### src/rtl/asd_pre_pkg.sv
// asd_pre_pkg: source codes, sequencer state codes and request mapping for the source sequencer
package asd_pre_pkg;
  localparam logic [1:0] SRC_ADC     = 2'd0;
  localparam logic [1:0] SRC_TOSLINK = 2'd1;
  localparam logic [1:0] SRC_COAX    = 2'd2;
  localparam logic [2:0] ST_RUN       = 3'd0;
  localparam logic [2:0] ST_MUTE_WAIT = 3'd1;
  localparam logic [2:0] ST_SWITCH    = 3'd2;
  localparam logic [2:0] ST_SETTLE    = 3'd3;
  localparam logic [2:0] ST_FAULT     = 3'd4;
  function automatic logic [1:0] map_source(input logic [1:0] s);
    return s == 2'd0 ? SRC_ADC : s == 2'd1 ? SRC_TOSLINK : SRC_COAX;
  endfunction
endpackage

### src/rtl/source_sequencer.sv
// source_sequencer: sequences audio source changes as mute -> switch -> settle -> unmute
// Ports: bck clock; rst sync active-high reset; req_valid/req_source source-change request;
//   sync frame strobe; lock receiver locked; source mux select; mute zeroes samples;
//   busy high outside RUN; irq pulse on completion or fault entry; fault high in FAULT.
// Build option: SOURCE_SEQ_TIMEOUT_EN adds the SETTLE timeout and makes FAULT reachable.
module source_sequencer
  import asd_pre_pkg::*;
#(
  parameter int MUTE_FRAMES    = 4,
  parameter int SETTLE_FRAMES  = 16,
  parameter int TIMEOUT_FRAMES = 1024
) (
  input  logic       bck,
  input  logic       rst,
  input  logic       req_valid,
  input  logic [1:0] req_source,
  input  logic       sync,
  input  logic       lock,
  output logic [1:0] source,
  output logic       mute,
  output logic       busy,
  output logic       irq,
  output logic       fault
);
  localparam int MW = $clog2(MUTE_FRAMES + 1);
  localparam int LW = $clog2(SETTLE_FRAMES + 1);
  if (MUTE_FRAMES < 1 || SETTLE_FRAMES < 1 || TIMEOUT_FRAMES < 1) begin : g_bad_param
    $error("source_sequencer: frame counts must be at least 1");
  end
  logic [2:0]    r_state, w_state;
  logic [1:0]    r_pending, w_map;
  logic [MW-1:0] r_mcnt, w_mcnt;
  logic [LW-1:0] r_lcnt, w_lcnt;
  logic          w_req, w_wait, w_timeout;
  assign w_map  = map_source(req_source);
  assign w_req  = req_valid && w_map != source;
  assign w_wait = r_state == ST_SETTLE || r_state == ST_FAULT;
  assign w_mcnt = (sync && r_mcnt != MW'(MUTE_FRAMES)) ? r_mcnt + 1'b1 : r_mcnt;
  // a single unlocked cycle restarts the run of consecutive locked frames
  assign w_lcnt = !lock ? '0 : (sync && r_lcnt != LW'(SETTLE_FRAMES)) ? r_lcnt + 1'b1 : r_lcnt;
`ifdef SOURCE_SEQ_TIMEOUT_EN
  localparam int TW = $clog2(TIMEOUT_FRAMES + 1);
  logic [TW-1:0] r_tcnt, w_tcnt;
  assign w_tcnt    = (sync && r_tcnt != TW'(TIMEOUT_FRAMES)) ? r_tcnt + 1'b1 : r_tcnt;
  assign w_timeout = r_state == ST_SETTLE && w_tcnt == TW'(TIMEOUT_FRAMES);
  always_ff @(posedge bck) begin
    r_tcnt <= (rst || r_state != ST_SETTLE) ? '0 : w_tcnt;
    fault  <= !rst && w_state == ST_FAULT;
  end
`else
  assign w_timeout = 1'b0;
  assign fault     = 1'b0;
`endif
  // a new request while already muted skips MUTE_WAIT and goes straight to SWITCH
  always_comb
    w_state = r_state == ST_RUN       ? (w_req ? ST_MUTE_WAIT : ST_RUN) :
              r_state == ST_MUTE_WAIT ? (w_mcnt == MW'(MUTE_FRAMES) ? ST_SWITCH : ST_MUTE_WAIT) :
              r_state == ST_SWITCH    ? ST_SETTLE :
              w_req                   ? ST_SWITCH :
              w_lcnt == LW'(SETTLE_FRAMES) ? ST_RUN :
              w_timeout               ? ST_FAULT :
              w_wait                  ? r_state : ST_SETTLE;
  always_ff @(posedge bck)
    if (rst) begin
      r_state   <= ST_SETTLE;
      source    <= SRC_COAX;
      r_pending <= SRC_COAX;
      r_mcnt    <= '0;
      r_lcnt    <= '0;
      mute      <= 1'b1;
      busy      <= 1'b1;
      irq       <= 1'b0;
    end else begin
      r_state <= w_state;
      if (r_state == ST_MUTE_WAIT ? req_valid : (w_req && r_state != ST_SWITCH)) r_pending <= w_map;
      if (r_state == ST_SWITCH) source <= r_pending;
      r_mcnt <= r_state == ST_MUTE_WAIT ? w_mcnt : '0;
      r_lcnt <= w_wait ? w_lcnt : '0;
      mute   <= w_state != ST_RUN;
      busy   <= w_state != ST_RUN;
      irq    <= (w_state == ST_RUN && r_state != ST_RUN) || (w_state == ST_FAULT && r_state != ST_FAULT);
    end
endmodule

### config.mk
export PLATFORM = sky130hd
export DESIGN_NAME = source_sequencer
export DESIGN_NICKNAME = d
export VERILOG_FILES = /design/src/rtl/asd_pre_pkg.sv /design/src/rtl/source_sequencer.sv
export SDC_FILE = /design/constraint.sdc
export NUM_CORES = 1
export LEC_CHECK = 0
export BUFFER_PORTS_ARGS = -buffer_cell sky130_fd_sc_hd__buf_2
export CAP_MARGIN = 40
export CORE_UTILIZATION = 50
export CTS_CLUSTER_DIAMETER = 120
export CTS_CLUSTER_SIZE = 16
export DETAILED_ROUTE_END_ITERATION = 16
export PLACE_DENSITY_LB_ADDON = 0.25
export SLEW_MARGIN = 25
export SYNTH_ARGS = -nofsm -noshare
export SYNTH_HDL_FRONTEND = slang
export SYNTH_SLANG_ARGS = --single-unit
### constraint.sdc
create_clock -name bck -period 2 [get_ports bck]
set_input_delay 0.2 -clock bck [delete_from_list [all_inputs] [get_ports bck]]
set_output_delay 0.2 -clock bck [all_outputs]
set_load 0.01 [all_outputs]
==> impl_metrics.prom <==
# TYPE chip_impl_metric gauge
chip_impl_metric{name="drtAntennaViolNets",unit=""} 0
chip_impl_metric{name="post_synth_num_cell_types",unit=""} 40
chip_impl_metric{name="routed_wl",unit="µm"} 2010
chip_impl_metric{name="final.setup_skew",unit="ns"} 0.00352
chip_impl_metric{name="synthesis.area_per_instance",unit="µm²"} 8.28
chip_impl_metric{name="sequentialPowerShare",unit=""} 0.569
chip_impl_metric{name="drtIter0Drc",unit=""} 13
chip_impl_metric{name="fraction_of_power_spent_switching_nets",unit=""} 0.246
chip_impl_metric{name="layout-drive-gt1-share",unit=""} 0.317
chip_impl_metric{name="std_cell_rows",unit=""} 16
chip_impl_info{name="cell_type_contributing_the_most_total_cell_area_after_synthesis",value="sky130_fd_sc_hd__dfxtp_1"} 1
chip_impl_metric{name="total_of_buffers_placed_on_input_and_output_ports",unit=""} 11
chip_impl_metric{name="timing.critical_path.fanout_max",unit=""} 5
chip_impl_metric{name="postSynth.asyncResetShare",unit=""} 0
chip_impl_metric{name="clk_pin_slew",unit="ns"} 0.09
chip_impl_metric{name="setup_tns",unit="ns"} -0.000687
chip_impl_info{name="worstSetupStartpointType",value="flop"} 1
chip_impl_metric{name="nets",unit=""} 157
chip_impl_metric{name="finalWorstPathRequiredPeriod",unit="ns"} 2.00
chip_impl_metric{name="final.setup.worst_slack",unit="ns"} -0.000687
chip_impl_metric{name="dr_wl_met3",unit="µm"} 37
chip_impl_metric{name="grt_pass1_wl",unit="µm"} 3180
chip_impl_metric{name="maxSlewViolCount",unit=""} 0
chip_impl_metric{name="critPathArrivalTime",unit="ns"} 2.18
chip_impl_metric{name="vias",unit=""} 915
chip_impl_metric{name="finalCritPeriodShare",unit=""} 1.00
chip_impl_metric{name="yosysWarningCount",unit=""} 0
chip_impl_metric{name="drt_drc_violations_left",unit=""} 0
chip_impl_metric{name="vdd.ir_drop.worst",unit="V"} 0.000397
chip_impl_metric{name="top_area_cell_type_share_of_the_netlist_area",unit=""} 0.331
chip_impl_metric{name="final.hold.worst_slack",unit="ns"} 0.239
chip_impl_metric{name="p_sw",unit="W"} 0.000151
chip_impl_metric{name="hold_violations",unit=""} 0
chip_impl_metric{name="die_area",unit="µm²"} 2240
chip_impl_metric{name="power.combinational.fraction",unit=""} 0.141
chip_impl_info{name="cell_types_with_the_largest_area_share_after_synthesis",value="sky130_fd_sc_hd__dfxtp_1, sky130_fd_sc_hd__nor2_1, sky130_fd_sc_hd__a21oi_1"} 1
chip_impl_metric{name="ctsLongestPathBuffers",unit=""} 2
chip_impl_info{name="timing.hold.worst.class",value="input port to flop"} 1
chip_impl_metric{name="drt-vias-per-instance",unit=""} 5.32
chip_impl_metric{name="post_synth_inst_count",unit=""} 124
chip_impl_metric{name="required",unit="ns"} 2.18
chip_impl_metric{name="synth.net_count",unit=""} 135
chip_impl_info{name="synth_flop_cell",value="sky130_fd_sc_hd__dfxtp_1"} 1
chip_impl_metric{name="cts-buffers-inserted",unit=""} 3
chip_impl_metric{name="max_cap_viol_count",unit=""} 0
chip_impl_metric{name="detailedRoute.firstPassIterationCount",unit=""} 4
chip_impl_metric{name="layout-area-overhead-vs-synth",unit="%"} 23.1
chip_impl_metric{name="leakage",unit="nW"} 0.497
chip_impl_info{name="synthTopCellsByCount",value="sky130_fd_sc_hd__nor2_1, sky130_fd_sc_hd__dfxtp_1, sky130_fd_sc_hd__a21oi_1"} 1
chip_impl_info{name="critical_path_class",value="flop to flop"} 1
chip_impl_metric{name="h-tree-depth",unit=""} 1
chip_impl_info{name="failed_checks",value="setup timing"} 1
chip_impl_info{name="clockRootBuffer",value="sky130_fd_sc_hd__clkbuf_4"} 1
chip_impl_metric{name="grt_antenna_before_repair",unit=""} 0
chip_impl_info{name="cts_tree",value="yes"} 1
chip_impl_metric{name="die_h",unit="µm"} 47.3
chip_impl_metric{name="cellPowerDensity",unit="nW/µm²"} 485
chip_impl_metric{name="antennaDiodeCount",unit=""} 0
chip_impl_metric{name="tightestPinTransition",unit="ns"} 0.615
chip_impl_metric{name="floorplan.die.width",unit="µm"} 47.3
chip_impl_metric{name="routedLengthMet1",unit="µm"} 952
chip_impl_metric{name="ys_seq_elements",unit=""} 17
chip_impl_metric{name="clock.fmax",unit="MHz"} 500
chip_impl_metric{name="normalized_max_slew_margin",unit=""} 0.583
chip_impl_metric{name="synth_enable_flop_cells",unit=""} 0
chip_impl_metric{name="final-setup-viol-count",unit=""} 1
chip_impl_metric{name="clkPwrFrac",unit=""} 0.290
chip_impl_metric{name="wl_met2",unit="µm"} 996
chip_impl_metric{name="core_area",unit="µm²"} 1940
chip_impl_info{name="grt_setup_unrepaired",value="true"} 1
chip_impl_metric{name="dp_hpwl",unit="µm"} 1490
chip_impl_metric{name="first_global_vias",unit=""} 817
chip_impl_metric{name="placer_congestion_estimate",unit=""} 0.787
chip_impl_metric{name="num_io_pins",unit=""} 13
chip_impl_metric{name="wl_per_instance",unit="µm"} 11.7
chip_impl_metric{name="intPower",unit="W"} 0.000462
chip_impl_info{name="run_status",value="finished, violations left"} 1
chip_impl_metric{name="grt_max_degree",unit=""} 14
chip_impl_info{name="setup.worst_path.end_class",value="flop"} 1
chip_impl_metric{name="globalRoute.totalOverflow",unit=""} 0
chip_impl_metric{name="grt.total_usage",unit=""} 0.196
chip_impl_metric{name="cts_num_sinks",unit=""} 17
chip_impl_info{name="dr.max_layer_used",value="met4"} 1
chip_impl_metric{name="mappedNetlistArea",unit="µm²"} 1030
chip_impl_info{name="most_common_cell_in_the_synthesized_netlist",value="sky130_fd_sc_hd__nor2_1"} 1
chip_impl_metric{name="yosysSeqAreaShare",unit=""} 0.331
chip_impl_metric{name="initial_utilization",unit=""} 0.529
chip_impl_metric{name="clock_latency",unit="ns"} 0.28
chip_impl_metric{name="dp_worst_setup_slack",unit="ns"} -0.0539
[logic make-up (layout without fill, tap and decap cells)]
kind of cell	after synthesis	count (layout)	share of synthesized area
multiplexers	2	2	0.0195
adder cells (fa/ha/maj)	4	4	0.0487
AO/OA/AOI/OAI	27	27	0.202
buffers and inverters	14	35	0.0670
XOR/XNOR	6	6	0.0512
flip-flops	17	17	0.331
other	1	1	0.00365
AND/OR/NAND/NOR	53	53	0.276
[repair_timing]
action                                  CTS  global route
setup buffers                             4             3
pin swaps                                 5             8
hold buffers                              0             0
gates resized for setup                   3             8
cloned                                    0             0
endpoints found under the setup margin    3             4
[routing by layer]
| metal | vias to the layer above | GRT usage |
|---|---|---|
| met3 | 4 | 0.0346 |
| li1 | 484 | - |
| met4 | 0 | 0.0800 |
| met1 | 420 | 0.241 |
| met5 | - | 0 |
| met2 | 7 | 0.334 |
[sequential cells by signal (all words and copies together) (netlist names)]
signal     flops
r_state        3
irq            1
r_mcnt         3
busy           1
r_pending      2
r_lcnt         5
source         2
[layout by cell type, fill, tap and decap left out, drive strengths merged, types with 3 or more instances in the layout]
cell and n:
nand2 10, inv 6, nor4 3, nand2b 5, buf 25, nor2 18, or3 3, xnor2 4
a21oi 11, ha 4, clkbuf 4, dfxtp 17
[power groups by stage]
stage	combinational (W)	clock, W	sequential (W)
CTS	0.0000828	0.000185	0.000349
global placement	0.0000728	0	0.000357
finish	0.0000863	0.000178	0.000349
detailed placement	0.0000744	0	0.000358
floorplan	0.0000547	0	0.000356
global route	0.0000959	0.000202	0.000350
[path summary, 6_finish.rpt]
check / slack [ns] / startpoint / cells past startpoint / endpoint
worst min register to register: 0.46 / r_pending[0] / 2 / r_pending[0]
worst min-delay path: 0.24 / rst / 2 / source[0]
worst max register to register: -0.0007 / r_lcnt[0] / 8 / r_state[0]
worst max-delay path: -0.0007 / r_lcnt[0] / 8 / r_state[0]
[critical path, cell delays in order, from the launching register on]
cell and delay (ns):
sky130_fd_sc_hd__dfxtp_2 0.35, sky130_fd_sc_hd__inv_2 0.05, sky130_fd_sc_hd__ha_4 0.15, sky130_fd_sc_hd__nor4bb_4 0.14
sky130_fd_sc_hd__nand2b_4 0.17, sky130_fd_sc_hd__o31a_1 0.32, sky130_fd_sc_hd__o31ai_4 0.26, sky130_fd_sc_hd__nand2_1 0.09
sky130_fd_sc_hd__a2111o_1 0.36
[area by class of cell]
| cell class | count | area (µm²) |
|---|---|---|
| Fill cell | 182 | 677 |
| Multi-Input combinational cell | 93 | 676 |
| Tap cell | 27 | 33.8 |
| Inverter | 6 | 22.5 |
| Clock buffer | 4 | 26.3 |
| Sequential cell | 17 | 343 |
| Timing Repair Buffer | 25 | 164 |
[through the flow]
| step | power [W] | cells | instance area, µm² | utilization |
|---|---|---|---|---|
| 2_1_floorplan | 0.000410 | 124 | 1030 | - |
| 3_3_place_gp | 0.000430 | 161 | 1130 | 0.581 |
| 3_5_place_dp | 0.000432 | 161 | 1130 | 0.581 |
| 4_1_cts | 0.000616 | 169 | 1200 | 0.619 |
| 5_1_grt | 0.000648 | 172 | 1260 | 0.651 |
| 6_report | 0.000613 | 172 | 1260 | 0.651 |
No activity file was read; power rests on OpenSTA's default activity.
